## src/rtl/qam_frame_sync.sv

```systemverilog
// qam_frame_sync: hunts for a 32-bit sync word in the demodulated nibble stream.
// After lock it packs the next FRAME_BYTES*2 nibbles into bytes and emits them on
// an AXI4-Stream master through a small FIFO, with tlast on the last byte of the frame.
// Build option: define QAM_SYNC_ERR_TOL_EN to accept a sync word with up to 2 bit errors.
module qam_frame_sync #(
  parameter logic [31:0] SYNC_WORD   = 32'h1ACF_FC1D,
  parameter int unsigned FRAME_BYTES = 64,
  parameter int unsigned FIFO_DEPTH  = 16
) (
  input  logic        axi_clk,
  input  logic        axi_rst,
  input  logic        dout_valid,
  input  logic [3:0]  dout,
  output logic [7:0]  m_axis_tdata,
  output logic        m_axis_tvalid,
  input  logic        m_axis_tready,
  output logic        m_axis_tlast,
  output logic        sync_lock,
  output logic [15:0] frame_cnt,
  output logic        overflow
);

  localparam int unsigned AW = (FIFO_DEPTH > 1) ? $clog2(FIFO_DEPTH) : 1;
  localparam int unsigned CW = AW + 1;
  localparam logic [15:0]   LAST_IDX = 16'(FRAME_BYTES - 1);
  localparam logic [CW-1:0] DEPTH_C  = CW'(FIFO_DEPTH);

  typedef enum logic {
    HUNT    = 1'b0,
    PAYLOAD = 1'b1
  } state_e;

  state_e      state_q;
  logic [31:0] sr_q;
  logic [3:0]  fill_q;
  logic [15:0] byte_cnt_q;
  logic        phase_q;
  logic [3:0]  hi_q;
  logic        push_q;
  logic [7:0]  push_data_q;
  logic        push_last_q;
  logic [15:0] frame_cnt_q;
  logic        sync_lock_q;
  logic        overflow_q;

  logic [31:0] sr_d;
  logic [3:0]  fill_d;
  logic        sync_hit;

  // Post-shift view of the sync shift register and saturating fill counter
  always_comb begin
    sr_d   = {sr_q[27:0], dout};
    fill_d = (fill_q == 4'd8) ? fill_q : fill_q + 4'd1;
  end

`ifdef QAM_SYNC_ERR_TOL_EN
  logic [5:0] err_bits;

  // Hamming distance between the post-shift window and the sync word
  always_comb begin
    err_bits = '0;
    for (int i = 0; i < 32; i++) begin
      err_bits = err_bits + 6'(sr_d[i] ^ SYNC_WORD[i]);
    end
  end

  assign sync_hit = (fill_d == 4'd8) && (err_bits <= 6'd2);
`else
  assign sync_hit = (fill_d == 4'd8) && (sr_d == SYNC_WORD);
`endif

  // Frame FSM: sync hunt, nibble pairing and push strobe generation
  always_ff @(posedge axi_clk) begin
    if (axi_rst) begin
      state_q     <= HUNT;
      sr_q        <= '0;
      fill_q      <= '0;
      byte_cnt_q  <= '0;
      phase_q     <= 1'b0;
      hi_q        <= '0;
      push_q      <= 1'b0;
      push_data_q <= '0;
      push_last_q <= 1'b0;
      frame_cnt_q <= '0;
      sync_lock_q <= 1'b0;
    end else begin
      push_q <= 1'b0;
      if (dout_valid) begin
        case (state_q)
          HUNT: begin
            sr_q   <= sr_d;
            fill_q <= fill_d;
            if (sync_hit) begin
              state_q     <= PAYLOAD;
              byte_cnt_q  <= '0;
              phase_q     <= 1'b0;
              sync_lock_q <= 1'b1;
            end
          end
          PAYLOAD: begin
            if (!phase_q) begin
              hi_q    <= dout;
              phase_q <= 1'b1;
            end else begin
              push_q      <= 1'b1;
              push_data_q <= {hi_q, dout};
              push_last_q <= (byte_cnt_q == LAST_IDX);
              byte_cnt_q  <= byte_cnt_q + 16'd1;
              phase_q     <= 1'b0;
              // Frame complete: a fresh sync word is needed for the next frame
              if (byte_cnt_q == LAST_IDX) begin
                frame_cnt_q <= frame_cnt_q + 16'd1;
                state_q     <= HUNT;
                sync_lock_q <= 1'b0;
                sr_q        <= '0;
                fill_q      <= '0;
              end
            end
          end
          default: state_q <= HUNT;
        endcase
      end
    end
  end

  logic [7:0]    mem_data_q [FIFO_DEPTH];
  logic          mem_last_q [FIFO_DEPTH];
  logic [AW-1:0] wr_ptr_q;
  logic [AW-1:0] rd_ptr_q;
  logic [AW-1:0] rd_ptr_d;
  logic [CW-1:0] count_q;
  logic [CW-1:0] count_d;
  logic          m_axis_tvalid_q;
  logic [7:0]    m_axis_tdata_q;
  logic          m_axis_tlast_q;
  logic          pop;
  logic          wr_en;
  logic          drop;
  logic [7:0]    head_data;
  logic          head_last;

  // FIFO control; the next head comes from the push itself when it lands at the read slot
  always_comb begin
    pop      = m_axis_tvalid_q && m_axis_tready;
    wr_en    = push_q && ((count_q != DEPTH_C) || pop);
    drop     = push_q && (count_q == DEPTH_C) && !pop;
    rd_ptr_d = pop ? rd_ptr_q + AW'(1) : rd_ptr_q;
    count_d  = count_q + CW'(wr_en) - CW'(pop);
    if (wr_en && (wr_ptr_q == rd_ptr_d)) begin
      head_data = push_data_q;
      head_last = push_last_q;
    end else begin
      head_data = mem_data_q[rd_ptr_d];
      head_last = mem_last_q[rd_ptr_d];
    end
  end

  // FIFO storage
  always_ff @(posedge axi_clk) begin
    if (!axi_rst && wr_en) begin
      mem_data_q[wr_ptr_q] <= push_data_q;
      mem_last_q[wr_ptr_q] <= push_last_q;
    end
  end

  // FIFO pointers, registered stream outputs and sticky overflow
  always_ff @(posedge axi_clk) begin
    if (axi_rst) begin
      wr_ptr_q        <= '0;
      rd_ptr_q        <= '0;
      count_q         <= '0;
      m_axis_tvalid_q <= 1'b0;
      m_axis_tdata_q  <= '0;
      m_axis_tlast_q  <= 1'b0;
      overflow_q      <= 1'b0;
    end else begin
      if (wr_en) begin
        wr_ptr_q <= wr_ptr_q + AW'(1);
      end
      rd_ptr_q        <= rd_ptr_d;
      count_q         <= count_d;
      m_axis_tvalid_q <= (count_d != '0);
      m_axis_tdata_q  <= head_data;
      m_axis_tlast_q  <= head_last;
      if (drop) begin
        overflow_q <= 1'b1;
      end
    end
  end

  assign m_axis_tdata  = m_axis_tdata_q;
  assign m_axis_tvalid = m_axis_tvalid_q;
  assign m_axis_tlast  = m_axis_tlast_q;
  assign sync_lock     = sync_lock_q;
  assign frame_cnt     = frame_cnt_q;
  assign overflow      = overflow_q;

endmodule
```

## config.mk

```make
export PLATFORM = sky130hd
export DESIGN_NAME = qam_frame_sync
export DESIGN_NICKNAME = d
export VERILOG_FILES = /design/src/rtl/qam_frame_sync.sv
export SDC_FILE = /design/constraint.sdc
export NUM_CORES = 1
export LEC_CHECK = 0
export ABC_AREA = 1
export CORE_MARGIN = 3
export CORE_UTILIZATION = 50
export CTS_CLUSTER_DIAMETER = 100
export DETAILED_ROUTE_END_ITERATION = 8
export DONT_BUFFER_PORTS = 1
export GPL_ROUTABILITY_DRIVEN = 0
export GPL_TIMING_DRIVEN = 0
export HOLD_SLACK_MARGIN = 0.02
export PLACE_DENSITY = 0.75
export SYNTH_ARGS = -nofsm -noshare
export SYNTH_HDL_FRONTEND = slang
export SYNTH_SLANG_ARGS = --single-unit
```

## constraint.sdc

```tcl
create_clock -name axi_clk -period 2.2 [get_ports axi_clk]
set_input_delay 0.33 -clock axi_clk [delete_from_list [all_inputs] [get_ports axi_clk]]
set_output_delay 0.33 -clock axi_clk [all_outputs]
set_load 0.02 [all_outputs]
```

Word-level counts from Yosys, hierarchy flattened
Memories as Yosys holds them, arrays and structs flattened. A register that Yosys moved wholly into a read port is not among the register bits.
Index checks and enable logic that the tools add are counted.
W data, S select, Z words.
{"block": "totals", "ff_bits": 96, "ramBits": 144, "inputBits": 8, "out_inout_bits": 28, "elab_cells": 80, "mem_count": 2}
{"name": "mem_data_q", "depth": 16, "word_bits": 8, "read_ports": 1, "rd_ports_with_merged_regs": 1, "wr": 1, "line": "126", "rtl": "logic [7:0] mem_data_q [FIFO_DEPTH];"}
{"name": "mem_last_q", "depth": 16, "word_bits": 1, "read_ports": 1, "rd_ports_with_merged_regs": 1, "wr": 1, "line": "127", "rtl": "logic mem_last_q [FIFO_DEPTH];"}
{"block": "op_classes", "add_sub_neg": 7, "n_eq_ne": 9, "n_mux": 25, "bitwise_logic": 3, "reduce_logical": 18}
{"op": "$mux W28", "count": 2}
{"op": "$pmux W28 S2", "count": 1}
{"op": "$add A16 B1 Y16 const B", "count": 2}
{"op": "$eq A32 B29 Y1 const B", "count": 1}
{"op": "$mux W16", "count": 2}
{"op": "$pmux W16 S2", "count": 1}
{"op": "$eq A16 B6 Y1 const B", "count": 1}
{"op": "$mux W4", "count": 4}
{"op": "$add A4 B1 Y4 const B", "count": 3}
{"op": "$reduce_and A3 Y1", "count": 4}
{"op": "$mux W1", "count": 11}
{"op": "$eq A4 B4 Y1 const B", "count": 2}
{"op": "$pmux W4 S2", "count": 1}
{"op": "$reduce_and A4 Y1", "count": 2}
{"op": "$logic_and A1 B1 Y1", "count": 6}
{"op": "$pmux W1 S2", "count": 3}
{"op": "$add A5 B1 Y5", "count": 1}
{"op": "$eq A5 B5 Y1 const B", "count": 1}
{"op": "$ne A5 B5 Y1 const B", "count": 1}
{"op": "$reduce_bool A5 Y1", "count": 1}
{"op": "$sub A5 B1 Y5", "count": 1}
{"op": "$ne A2 B1 Y1 const B", "count": 2}
{"op": "$not A1 Y1", "count": 3}
{"op": "$reduce_or A3 Y1", "count": 1}
{"op": "4 further kinds", "count": 5}

Depth between registers and ports, before layout
{"block": "logic_depth", "depth_word": 6, "mapped_depth": 15, "mapped_depth_nobuf": 15}

Worst setup path before layout
No wires, ideal clock.
{"block": "synth_path", "path_kind": "register -> register", "startpoint": "reg m_axis_tvalid_q (netlist: m_axis_tvalid)", "endpoint": "reg m_axis_tvalid_q (netlist: m_axis_tvalid)", "setup_ns": 0.138, "arrival_ns": 2.136, "t_required_ns": 2.062, "slack_ns": -0.074, "stages_incl_launch_ff": 13, "n_path_buf": 0, "synth_period_minus_slack_ns": 2.274, "path_cell_list": "dfxtp_1 -> nand2_2 -> nand3_1 -> nand2_1 -> inv_2 -> nand2_1 -> nand2_1 -> ha_1 -> inv_1 -> fa_1 -> o21ai_0 -> xor2_1 -> a41oi_1"}
{"block": "synth_between", "elab_chain_len": 6}
{"element": "from (decl)", "line": "133", "rtl": "logic m_axis_tvalid_q;"}
{"element": "from (signal assigned)", "line": "182", "rtl": "m_axis_tvalid_q <= (count_d != '0);"}
{"element": "$logic_and A1 B1 Y1 *", "line": "144", "rtl": "pop = m_axis_tvalid_q && m_axis_tready;"}
{"element": "$logic_or A1 B1 Y1", "line": "145", "rtl": "wr_en = push_q && ((count_q != DEPTH_C) || pop);"}
{"element": "$logic_and A1 B1 Y1", "line": "145"}
{"element": "$add A5 B1 Y5", "line": "148", "rtl": "count_d = count_q + CW'(wr_en) - CW'(pop);"}
{"element": "$sub A5 B1 Y5 *", "line": "148"}
{"element": "$reduce_bool A5 Y1 *", "line": "182"}
Every way passes the cells marked *; elsewhere a longest branch is shown, timed or not.
A chain may end at the register's enable or synchronous reset.

Worst setup path in the final report
{"block": "layout_path", "startpoint": "reg count_q[2]", "endpoint": "reg m_axis_tvalid_q (netlist: m_axis_tvalid)"}
{"block": "layout_between", "elab_chain_len": 6}
{"element": "from (decl)", "line": "131", "rtl": "logic [CW-1:0] count_q;"}
{"element": "from (signal assigned)", "line": "181", "rtl": "count_q <= count_d;"}
{"element": "$ne A5 B5 Y1", "line": "145"}
{"element": "$logic_or A1 B1 Y1", "line": "145"}
{"element": "$logic_and A1 B1 Y1", "line": "145"}
{"element": "$add A5 B1 Y5 *", "line": "148"}
{"element": "$sub A5 B1 Y5 *", "line": "148"}
{"element": "$reduce_bool A5 Y1 *", "line": "182"}
Marked as above.

==> key figures <==
Run status
  • Run status: completed

Setup path
  • Data arrival time at the worst-slack endpoint: 2.51 ns
  • Largest fanout on the critical path: 3
  • Data required time of the worst path: approximately 2.6 ns
  • Critical Path Start Type: flop
  • Type of the setup path with the least slack: flop to flop
  • Endpoint class of the critical path: flop

Synthesis
  • Flip-flop cell with the highest count after synthesis: sky130_fd_sc_hd__edfxtp_1
  • Total nets after synthesis: approximately 1.4k
  • Async set or reset register ratio after synthesis: 0%
  • Top cells by instance count after synthesis: 270 x sky130_fd_sc_hd__nand2_1, 188 x sky130_fd_sc_hd__nand3_1, 164 x sky130_fd_sc_hd__nor2_1
  • Post-synthesis instance area: about 11000 um2
  • Number of enable flip-flop cells after synthesis: roughly 140
  • Area leader, netlist: sky130_fd_sc_hd__edfxtp_1
  • Post-synthesis sequential element count: 249
  • Synthesized instance count: between 1k and 1.5k
  • Synth Warn #: 0
  • Post-Syn Area per Cell: between 8 and 9 um2
  • Ranking of synthesized cells by area: sky130_fd_sc_hd__edfxtp_1 38%, sky130_fd_sc_hd__dfxtp_1 18%, sky130_fd_sc_hd__nand2_1 8.8%
  • Most frequent cell after synthesis: sky130_fd_sc_hd__nand2_1
  • Register area share after synthesis: 56.1%
  • Area fraction of the dominant cell type after synthesis: a little under two fifths
  • Distinct cell type count of the synthesized netlist: 33

CTS
  • TritonCTS clock tree: done
  • Clock-pin slew of the registers on the worst-case setup and hold paths: around 0.060 ns
  • Clk_lat worst skew: around 0.53 ns
  • H-tree lvl count: 1
  • Clk sink count: around 250
  • Clock root buffer: sky130_fd_sc_hd__clkbuf_16
  • Max Root-Sink Buffers: 3
  • Total clock buffers created by CTS: 26

STA
  • Endpoints failing hold: 0
  • Final setup fails: 0
  • Least setup slack across all paths after layout: 0.0442 ns
  • Setup skew after layout: slightly above 0.009 ns
  • Post-route minimum period: approximately 2.2 ns
  • Final-layout setup total negative slack: 0 ns
  • Slew at the pin with the worst max-slew slack: 0.962 ns
  • Maximum clock frequency: ~460 MHz
  • Setup repair after global routing missed its margin: yes
  • Portion of the clock cycle consumed by the worst path in the final layout: 98.0%
  • Final-report max-slew violation count: 0
  • Hold Slack: around 0.036 ns
  • Worst-case headroom to the max-slew limit: 35.7%

Floorplanning
  • Die Y-Extent: approximately 160 um
  • Initial standard-cell utilization of the core: 51.7%
  • Placeable Area: about 22000 um2
  • Die area: roughly 25000 um2
  • Boundary pin count: 36
  • Count of standard-cell rows: between 50 and 60
  • Chip Width: 157 um

Drt
  • ANT nets after route: 0
  • Routed length per placed instance: 17.3 um
  • Detailed-router iteration count before antenna repair: 5
  • Iter 0 DRT Violations: about 850
  • Number of remaining DRC errors: 0
  • Via count: slightly above 9k
  • Via density per instance: around 5.6
  • Final routed wirelength across all metal layers: 28.9 mm

Pwr
  • Max rail drop VDD: ~0.55 mV
  • Register share of total power: a little under half
  • Combinational share of power: 15.6%
  • Leakage dissipation: ~4.9 nW
  • Power after layout: ~11 mW
  • Internal Pwr Total: 8.28 mW
  • Pwr/cell area: about 900 nW/um2
  • Switching share of power: approximately 27%
  • Part of the power in the clock network: 39.2%
  • Reported net switching power: 3.10 mW

Placed design
  • Port bufs: 0
  • Post-placement cell area: 11800 um2
  • Minimum setup slack after placement: -0.304 ns
  • Estimated wirelength of the detail-placed design: 19.4 mm
  • Cell count after placement: between 1.5k and 2k

Cells and area
  • Total Nets Final: 1394
  • Post-route cell area: approximately 13000 um2
  • End-of-flow core utilization: between 50 and 60%
  • Share of post-route cells with drive strength above 1: a little under a tenth
  • Finished Layout Cells: about 1.7k
  • Fillcell total: between 1.5k and 2k
  • Layout overhead on the synthesized area: 12.8%
  • Ant. Diodes: 0

Flow run
  • Max Cap Viol: 0

Global route
  • Number of antenna violations at the first check in global routing: 0
  • Maximum number of pins on one net before global-route repair: 19
  • Overflow after GRT: 0
  • Total routing usage reported by global routing: a little under a quarter
  • Via count of the first global-routing pass: 8817
  • Wire length of the first global-routing pass: 45.7 mm

Hold path
  • Hold Crit Class: input port to flop
-- kinds of logic (layout without fill, tap and decap cells) --
kind of cell / after synthesis / in the layout / synth area share [%]
buf+inv: 209 / 269 / 7.22
compound gates: 132 / 132 / 5.83
simple gates: 706 / 706 / 27.6
fa+ha+maj: 15 / 15 / 1.70
flops: 249 / 249 / 56.1
xor+xnor: 20 / 20 / 1.53
-- flip-flops by register name (all words and copies together), names as in the netlist, 4 cells and up --
name,count
mem_data_q,128
sr_q,28
byte_cnt_q,16
frame_cnt,16
mem_last_q,16
m_axis_tdata,8
push_data_q,8
count_q,5
fill_q,4
hi_q,4
rd_ptr_q,4
wr_ptr_q,4
-- area by class of cell --
cell class | instances | area (um2) | area share (%)
Buffer | 58 | 272 | 2.10
Clock buffer | 38 | 747 | 5.78
Clock inverter | 10 | 130 | 1.01
Inverter | 151 | 569 | 4.41
Multi-Input combinational cell | 873 | 4310 | 33.3
Sequential cell | 249 | 6430 | 49.8
Tap cell | 280 | 350 | 2.71
Timing Repair Buffer | 12 | 115 | 0.891
-- worst paths after layout --
| check | from | end | slack (ns) | cells past startpoint |
|---|---|---|---|---|
| max | count_q[2]$_SDFF_PP0_ | m_axis_tvalid$_SDFF_PP0_ | 0.04 | 15 |
| min | dout[0] | push_data_q[0]$_SDFFE_PP0P_ | 0.04 | 2 |
| min reg2reg | hi_q[2]$_SDFFE_PP0P_ | push_data_q[6]$_SDFFE_PP0P_ | 0.46 | 2 |
| max reg2reg | count_q[2]$_SDFF_PP0_ | m_axis_tvalid$_SDFF_PP0_ | 0.04 | 15 |
-- placed cells by master, fill, tap and decap left out, drive strengths merged, types with 14 or more instances in the layout --
master / count
nand2: 275
nand3: 189
nor2: 166
inv: 149
edfxtp: 144
dfxtp: 105
a21oi: 83
clkbuf: 69
nand3b: 48
o21ai: 46
buf: 34
nand4: 16
ha: 14
-- metal layers --
metal / vias up / track usage, % / share of wire [%]
li1: 4496 / - / -
met1: 4311 / 31.5 / 41
met2: 394 / 37.8 / 46
met3: 83 / 3.71 / 8.4
met4: 0 / 9.30 / 4.0
met5: - / 0 / 0
-- worst max-delay path, stage by stage, from the launching register on --
cell and delay, ns:
sky130_fd_sc_hd__dfxtp_2 0.33, sky130_fd_sc_hd__inv_2 0.05, sky130_fd_sc_hd__ha_4 0.15, sky130_fd_sc_hd__nand2_2 0.05, sky130_fd_sc_hd__inv_2 0.04, sky130_fd_sc_hd__nand3_2 0.05
sky130_fd_sc_hd__nand2_2 0.07, sky130_fd_sc_hd__inv_4 0.08, sky130_fd_sc_hd__nand2_2 0.05, sky130_fd_sc_hd__nand2_2 0.08, sky130_fd_sc_hd__ha_4 0.13, sky130_fd_sc_hd__inv_2 0.04
sky130_fd_sc_hd__fa_2 0.35, sky130_fd_sc_hd__o21ai_2 0.16, sky130_fd_sc_hd__xor2_1 0.21, sky130_fd_sc_hd__a41oi_1 0.15
-- what timing repair did --
| action | in CTS | in global routing |
|---|---|---|
| hold buffers | 5 | 0 |
| pin swaps | 3 | 5 |
| setup endpoints to repair | 113 | 87 |
| setup buffers | 4 | 3 |
| gates resized for setup | 18 | 35 |
| hold endpoints to repair | 12 | 0 |
-- power groups by stage --
stage               combinational (mW)  clock [mW]  sequential (mW)
floorplan                         1.18           0             5.20
global placement                  1.58           0             5.23
detailed placement                1.63           0             5.23
CTS                               1.68        4.53             5.14
global route                      1.98        4.69             5.16
finish                            1.77        4.46             5.15
Power figures use the tool's default switching activity.
